## config.mk

```make
export PLATFORM = sky130hd
export DESIGN_NAME = if_stage
export DESIGN_NICKNAME = d
export VERILOG_FILES = /design/src/rtl/cpu_pkg.sv /design/src/rtl/if_id_reg.sv /design/src/rtl/if_stage.sv
export SDC_FILE = /design/constraint.sdc
export NUM_CORES = 1
export LEC_CHECK = 0
export CAP_MARGIN = 15
export CORE_MARGIN = 1.5
export CORE_UTILIZATION = 46
export CTS_BUF_LIST = sky130_fd_sc_hd__clkbuf_4 sky130_fd_sc_hd__clkbuf_8
export CTS_CLUSTER_SIZE = 8
export DETAILED_ROUTE_END_ITERATION = 6
export PLACE_DENSITY = 0.88
export SLEW_MARGIN = 20
export SYNTH_ARGS = -nofsm -noshare
export SYNTH_HDL_FRONTEND = slang
export SYNTH_SLANG_ARGS = --single-unit
```

## constraint.sdc

```tcl
create_clock -name clk_i -period 5.4 [get_ports clk_i]
set_input_delay 1.08 -clock clk_i [delete_from_list [all_inputs] [get_ports clk_i]]
set_output_delay 1.08 -clock clk_i [all_outputs]
set_load 0.05 [all_outputs]
```

## src/rtl/cpu_pkg.sv

```systemverilog
// Shared definitions for the five-stage RISC-V core.
package cpu_pkg;

   localparam int unsigned XLEN = 32;

   // addi x0,x0,0 -- the bubble word; never zero because zero means halt
   localparam logic [XLEN-1:0] DEFAULT_NOP_WORD = 32'h0000_0013;
   localparam logic [XLEN-1:0] DEFAULT_RESET_PC = 32'h0000_0000;

   typedef enum logic [1:0] {
      IDLE = 2'd0,
      RUN  = 2'd1,
      HALT = 2'd2
   } fetch_state_e;

endpackage

```

## src/rtl/if_id_reg.sv

```systemverilog
// IF/ID pipeline register with hold (neither control) and flush (bubble) controls.
module if_id_reg
   import cpu_pkg::*;
#(
   parameter logic [XLEN-1:0] NOP_WORD = DEFAULT_NOP_WORD
) (
   input  logic            clk_i,
   input  logic            rst_i,
   input  logic            load_i,
   input  logic            flush_i,
   input  logic [XLEN-1:0] pc_i,
   input  logic [XLEN-1:0] instr_i,
   output logic [XLEN-1:0] pc_o,
   output logic [XLEN-1:0] instr_o,
   output logic            valid_o
);

   logic [XLEN-1:0] pc_q, pc_d;
   logic [XLEN-1:0] instr_q, instr_d;
   logic            valid_q, valid_d;

   // Next contents: flush inserts a bubble keeping the old PC, load captures, else hold
   always_comb begin
      pc_d    = pc_q;
      instr_d = instr_q;
      valid_d = valid_q;
      if (flush_i) begin
         instr_d = NOP_WORD;
         valid_d = 1'b0;
      end else if (load_i) begin
         pc_d    = pc_i;
         instr_d = instr_i;
         valid_d = 1'b1;
      end
   end

   // Pipeline register storage
   always_ff @(posedge clk_i or negedge rst_i) begin
      if (!rst_i) begin
         pc_q    <= '0;
         instr_q <= NOP_WORD;
         valid_q <= 1'b0;
      end else begin
         pc_q    <= pc_d;
         instr_q <= instr_d;
         valid_q <= valid_d;
      end
   end

   assign pc_o    = pc_q;
   assign instr_o = instr_q;
   assign valid_o = valid_q;

endmodule

```

## src/rtl/if_stage.sv

```systemverilog
// Instruction-fetch stage: program counter, fetch state machine and IF/ID register.
module if_stage
   import cpu_pkg::*;
#(
   parameter int unsigned     IMEM_DEPTH = 256,
   parameter logic [XLEN-1:0] RESET_PC   = DEFAULT_RESET_PC,
   parameter logic [XLEN-1:0] NOP_WORD   = DEFAULT_NOP_WORD
) (
   input  logic            clk_i,
   input  logic            rst_i,
   input  logic            start_i,
   input  logic            stall_i,
   input  logic            branch_taken_i,
   input  logic [XLEN-1:0] branch_target_i,
   output logic [XLEN-1:0] imem_addr_o,
   input  logic [XLEN-1:0] imem_data_i,
   output logic [XLEN-1:0] pc_o,
   output logic [XLEN-1:0] pc_2_o,
   output logic [XLEN-1:0] instruction_2_o,
   output logic            valid_2_o,
   output logic            halt_o
);

   fetch_state_e    state_q, state_d;
   logic [XLEN-1:0] pc_q, pc_d;
   logic [XLEN-1:0] fetch_word;
   logic            in_range;
   logic            fetch_go;
   logic            if_load;
   logic            if_flush;

   // Fetched word: addresses beyond the memory read as zero (and so halt)
   always_comb begin
      in_range   = ({2'b00, pc_q[XLEN-1:2]} < IMEM_DEPTH);
      fetch_word = in_range ? imem_data_i : '0;
   end

   // State register
   always_ff @(posedge clk_i or negedge rst_i) begin
      if (!rst_i) state_q <= IDLE;
      else        state_q <= state_d;
   end

   // Next-state: IDLE leaves on start, a loaded zero word halts, HALT is sticky
   always_comb begin
      state_d = state_q;
      case (state_q)
         IDLE:    if (start_i) state_d = RUN;
         RUN:     state_d = RUN;
         HALT:    state_d = HALT;
         default: state_d = IDLE;
      endcase
      if (if_load && (fetch_word == '0)) state_d = HALT;
   end

   // Output decode: IDLE with start fetches on the same edge; stall outranks redirect
   always_comb begin
      fetch_go = 1'b0;
      halt_o   = 1'b0;
      case (state_q)
         IDLE, RUN: fetch_go = start_i;
         HALT:      halt_o   = 1'b1;
         default:   fetch_go = 1'b0;
      endcase
      if_flush = fetch_go & ~stall_i &  branch_taken_i;
      if_load  = fetch_go & ~stall_i & ~branch_taken_i;
   end

   // Next PC: redirect, sequential advance (not on the halting word), or hold
   always_comb begin
      pc_d = pc_q;
      if (if_flush)                             pc_d = branch_target_i;
      else if (if_load && (fetch_word != '0))   pc_d = pc_q + 32'd4;
   end

   // Program counter register
   always_ff @(posedge clk_i or negedge rst_i) begin
      if (!rst_i) pc_q <= RESET_PC;
      else        pc_q <= pc_d;
   end

   if_id_reg #(
      .NOP_WORD (NOP_WORD)
   ) u_if_id_reg (
      .clk_i   (clk_i),
      .rst_i   (rst_i),
      .load_i  (if_load),
      .flush_i (if_flush),
      .pc_i    (pc_q),
      .instr_i (fetch_word),
      .pc_o    (pc_2_o),
      .instr_o (instruction_2_o),
      .valid_o (valid_2_o)
   );

   assign pc_o        = pc_q;
   assign imem_addr_o = pc_q;

endmodule

```

# Word level (Yosys, flattened, before mapping)
# Index checks and enable logic that the tools add are counted.
# word_totals
mem_bits_rw,0
romBits,0
mem_count,0
out_inout_bits,130
latch_bits,0
regBits,99
# op_classes
n_mux,12
magnitude_cmp,1
div,0
n_eq_ne,3
n_shift,0
n_bitwise,6
addsub,1
n_reduce_logical,9
mul,0
# op_table
operator,count
$mux W32,5
$add A32 B3 Y32 const B,1
$logic_not A32 Y1,1
$reduce_bool A32 Y1,1
$lt A30 B9 Y1 const B,1
$pmux W2 S3,1
$mux W1,4
$mux W2,2
$reduce_bool A2 Y1,2
$and A1 B1 Y1,3
$ne A3 B3 Y1 const B,1
$not A1 Y1,3
$eq A2 B1 Y1 const B,1
$eq A2 B2 Y1 const B,1
$logic_and A1 B1 Y1,2
$logic_not A2 Y1,1
$reduce_and A2 Y1,1
$reduce_or A2 Y1,1

# Longest topological paths before layout
# logic_depth
word_depth,8
ltp_mapped,6

# By module
# Synthesis repeated with hierarchy kept, for this count alone.
# unflattened
cells_unflattened,453
hier_area_um2,4879.7
# by_module_without_submodules
mod,area_per_inst_um2,cells_per_inst,n_inst
if_id_reg,2656.3,176,1
if_stage,2223.4,277,1

# Worst setup path after synthesis
# OpenSTA, ideal clock, no wires.
# synth_timing
path_type,input to register
start,in stall_i
end,reg pc_q[11] (netlist: imem_addr_o[11])
n_path_buf,2
stages,5
setup_slack_ns,2.948
t_arrival_ns,2.327
path_cell_list,or3b_1 > buf_2 > nor2_1 > buf_4 > mux2_2
# synth_via
elab_chain_len,5
elab_cells_between_ends,7
classes_between,mux: 1; bitwise: 4; reduce/logical: 2
# synth_lines
element,line,text
from (decl),if_stage.sv:12,"input logic stall_i,"
$not A1 Y1 (*),"if_stage.sv:65, if_stage.sv:66",
$and A1 B1 Y1 (*),"if_stage.sv:65, if_stage.sv:66",
$and A1 B1 Y1,if_stage.sv:66,if_load = fetch_go & ~stall_i & ~branch_taken_i;
$logic_and A1 B1 Y1,if_stage.sv:73,else if (if_load && (fetch_word != '0)) pc_d = pc_q + 32'd4;
$reduce_bool A2 Y1 (no source line),-,
to (signal assigned),if_stage.sv:79,else pc_q <= pc_d;
to (decl),if_stage.sv:25,"logic [XLEN-1:0] pc_q, pc_d;"
# Every way passes the cells marked *; elsewhere a longest branch is shown, timed or not.
# A chain may end at the register's enable or synchronous reset.

# Worst setup path after layout
# layout_timing
start,in start_i
end,reg u_if_id_reg.pc_q[18] (netlist: u_if_id_reg.pc_o[18])
# layout_via
elab_chain_len,5
elab_cells_between_ends,6
classes_between,mux: 1; bitwise: 4; reduce/logical: 1
# layout_lines
element,line,text
from (decl),if_stage.sv:11,"input logic start_i,"
$mux W1 (*),if_stage.sv:60,case (state_q)
$and A1 B1 Y1 (*),"if_stage.sv:65, if_stage.sv:66",
$and A1 B1 Y1,if_stage.sv:65,if_flush = fetch_go & ~stall_i & branch_taken_i;
$not A1 Y1 (no source line),-,
$reduce_and A2 Y1 (no source line) (*),-,
to (signal assigned),if_id_reg.sv:44,pc_q <= pc_d;
to (decl),if_id_reg.sv:18,"logic [XLEN-1:0] pc_q, pc_d;"
# Marks and branches as above.

==> flow_summary.toml <==
[sta]
min_period_ns = 3.31
setup_violations = 0
fin_tns_setup_ns = 0
fin_worst_skew_ns = 0.00943
hold_violations = 0
fmax_mhz = 302
finalMaxSlewViolations = 0
fin_crit_sh_pct = 61.3
maxSlewHeadroom_pct = 28.8
tightest_slew_ns = 1.07
grt_setup_unrepaired = "no"
whs_ns = 0.486

[clocking]
cts_buffer_depth = 2
root_buffer = "clkbuf_8"
cts_num_sinks = 99
postCtsResizedCells = 0
htree_levels = 3
post_cts_buffers = 0
insertion_delay_ns = 0.35
cts_tree = "built"
holdBufCountCts = 0
numCtsBuffers = 9
clk_pin_slew_ns = 0.09

[yosys]
synth-edff-count = 0
ys_async_sr_fraction_pct = 100
syn_inst = 327
synth_top_area_share_pct = 54.7
syn_area_um2 = 4390
yosysMostFrequentCell = "dfrtp_1"
synth-seq-cells = 99
synth.area.top_cells = "dfrtp_1, mux2_2, buf_4"
syn_nets = 397
yosysSeqAreaShare_pct = 56.5
ys.warnings.count = 0
yosysTopAreaCell = "dfrtp_1"
avgSynthCellArea_um2 = 13.4
ys.flop_type = "dfrtp_1"
synth_commonest_cells = "dfrtp_1, mux2_2, buf_4"
synth_cell_types = 45

[critical_path]
crit_required_ns = 5.64
worst-setup-path-type = "input pin to flip-flop"
startpoint_type = "input pin"
crit_fanout = 42
arrival_ns = 3.54
cp-end-kind = "flip-flop"

[die]
die_area_um2 = 10100
ioPinCount = 199
core_area_um2 = 9240
row_count = 35
die_h_um = 101
start_util_pct = 47.5
die_w_um = 101

[grt]
grt_overflow_total = 0
antenna_found_initial = 0
track_usage_pct = 22.7
grt_max_degree = 52
first_global_vias = 3525
grt_pass1_wl_um = 17900

[route]
drt_iter0_markers = 88
firstDrtPassIters = 4
drt-total-wl_um = 11300
route.antenna.remaining_nets = 0
wl_per_cell_um = 18.0
post_drt_via_cell_ratio = 5.30
num_vias = 3326
drc = 0

[power]
ir_drop_mv = 0.326
p_per_area_nw_per_um2 = 445
cellLeakagePower_uw = 0.00262

[cells_and_area]
multi_input_area_um2 = 1600
syn_to_final_growth_pct = 46.8
final-seq-area_um2 = 2480
final_nets = 563
final_area_um2 = 6440
antenna_cells = 0
final_core_util_pct = 69.7
drive_gt1_share_pct = 18.7
nFillCells = 657

[placed_design]
placed_area_um2 = 6250
dpl.hpwl_um = 8250
place.gp.congestion = 0.810
io_buffers = 198

[worst_hold_path]
hp-class = "flip-flop to flip-flop"

[run]
maxCapViolCount = 0

[run_status]
status = "complete, no violations"
==> power by group <==
group / switching [µW] / internal [µW] / total [µW]
Clock: 260 / 185 / 444
Sequential: 148 / 889 / 1040
Combinational: 898 / 491 / 1390
==> worst max-delay path, stage by stage <==
cell and delay, ns:
clkdlybuf4s50_1 0.50, or3b_1 0.35, buf_4 0.28, nor2_4 0.86, mux2_2 0.43
==> final cells by class <==
class / count / area share [%]
flip-flops and latches: 99 / 38.5
repair buffers: 203 / 31.3
multi-input cells: 179 / 24.8
well taps: 129 / 2.50
clock buffers: 10 / 2.14
clock inverters: 6 / 0.718
inverters: 1 / 0.0583
==> metal layers <==
| layer | track usage [%] | up-vias | part of all wire, % |
|---|---|---|---|
| li1 | - | 1511 | - |
| met1 | 27.6 | 1653 | 40 |
| met2 | 39.2 | 147 | 51 |
| met3 | 5.76 | 15 | 7.3 |
| met4 | 7.58 | 0 | 1.7 |
| met5 | 0 | - | 0 |
==> placed cells by master (no fill, tap or decap), types with 4 or more instances in the layout <==
cell type,instances
a21oi_1,6
a22o_1,30
buf_4,6
clkbuf_8,10
clkdlybuf4s50_1,197
dfrtp_1,96
mux2_2,55
nand2_1,8
nor2_1,11
nor2b_1,4
nor3_1,4
nor4_1,9
nor4_4,5
o21ai_0,5
==> worst paths after layout <==
check	start	end	slack, ns	cells after the start
max	start_i	u_if_id_reg.pc_o[18]	2.09	5
min	u_if_id_reg.instr_o[4]	u_if_id_reg.instr_o[4]	0.49	2
max reg2reg	state_q[1]	u_if_id_reg.pc_o[18]	2.90	4
min reg2reg	u_if_id_reg.instr_o[4]	u_if_id_reg.instr_o[4]	0.49	2
max in group asynchronous	rst_i	u_if_id_reg.pc_o[22]	3.59	2
min in group asynchronous	rst_i	imem_addr_o[19]	0.73	1
==> metrics by stage <==
step	power [µW]	cells	worst slack (ns)
2_1_floorplan	1970	327	2.95
3_3_place_gp	2420	611	1.78
3_5_place_dp	2440	611	1.72
4_1_cts	2890	627	2.09
5_1_grt	2990	627	1.98
6_report	2870	627	2.09
==> registers in the layout, indices dropped and copies added (netlist names) <==
name,cells
imem_addr_o,32
u_if_id_reg.instr_o,32
u_if_id_reg.pc_o,32
state_q,2
u_if_id_reg.valid_o,1
==> cell families (layout without fill, tap and decap cells) <==
logic type | after synthesis | in the layout | share of synthesized area, %
AO/OA/AOI/OAI | 60 | 60 | 11.6
adder cells (fa/ha/maj) | 1 | 1 | 0.285
buffers and inverters | 49 | 220 | 7.44
flip-flops | 99 | 99 | 56.5
multiplexers | 56 | 56 | 14.3
AND/OR/NAND/NOR | 62 | 62 | 9.81
Note: power is estimated with default switching activity, not from simulation.
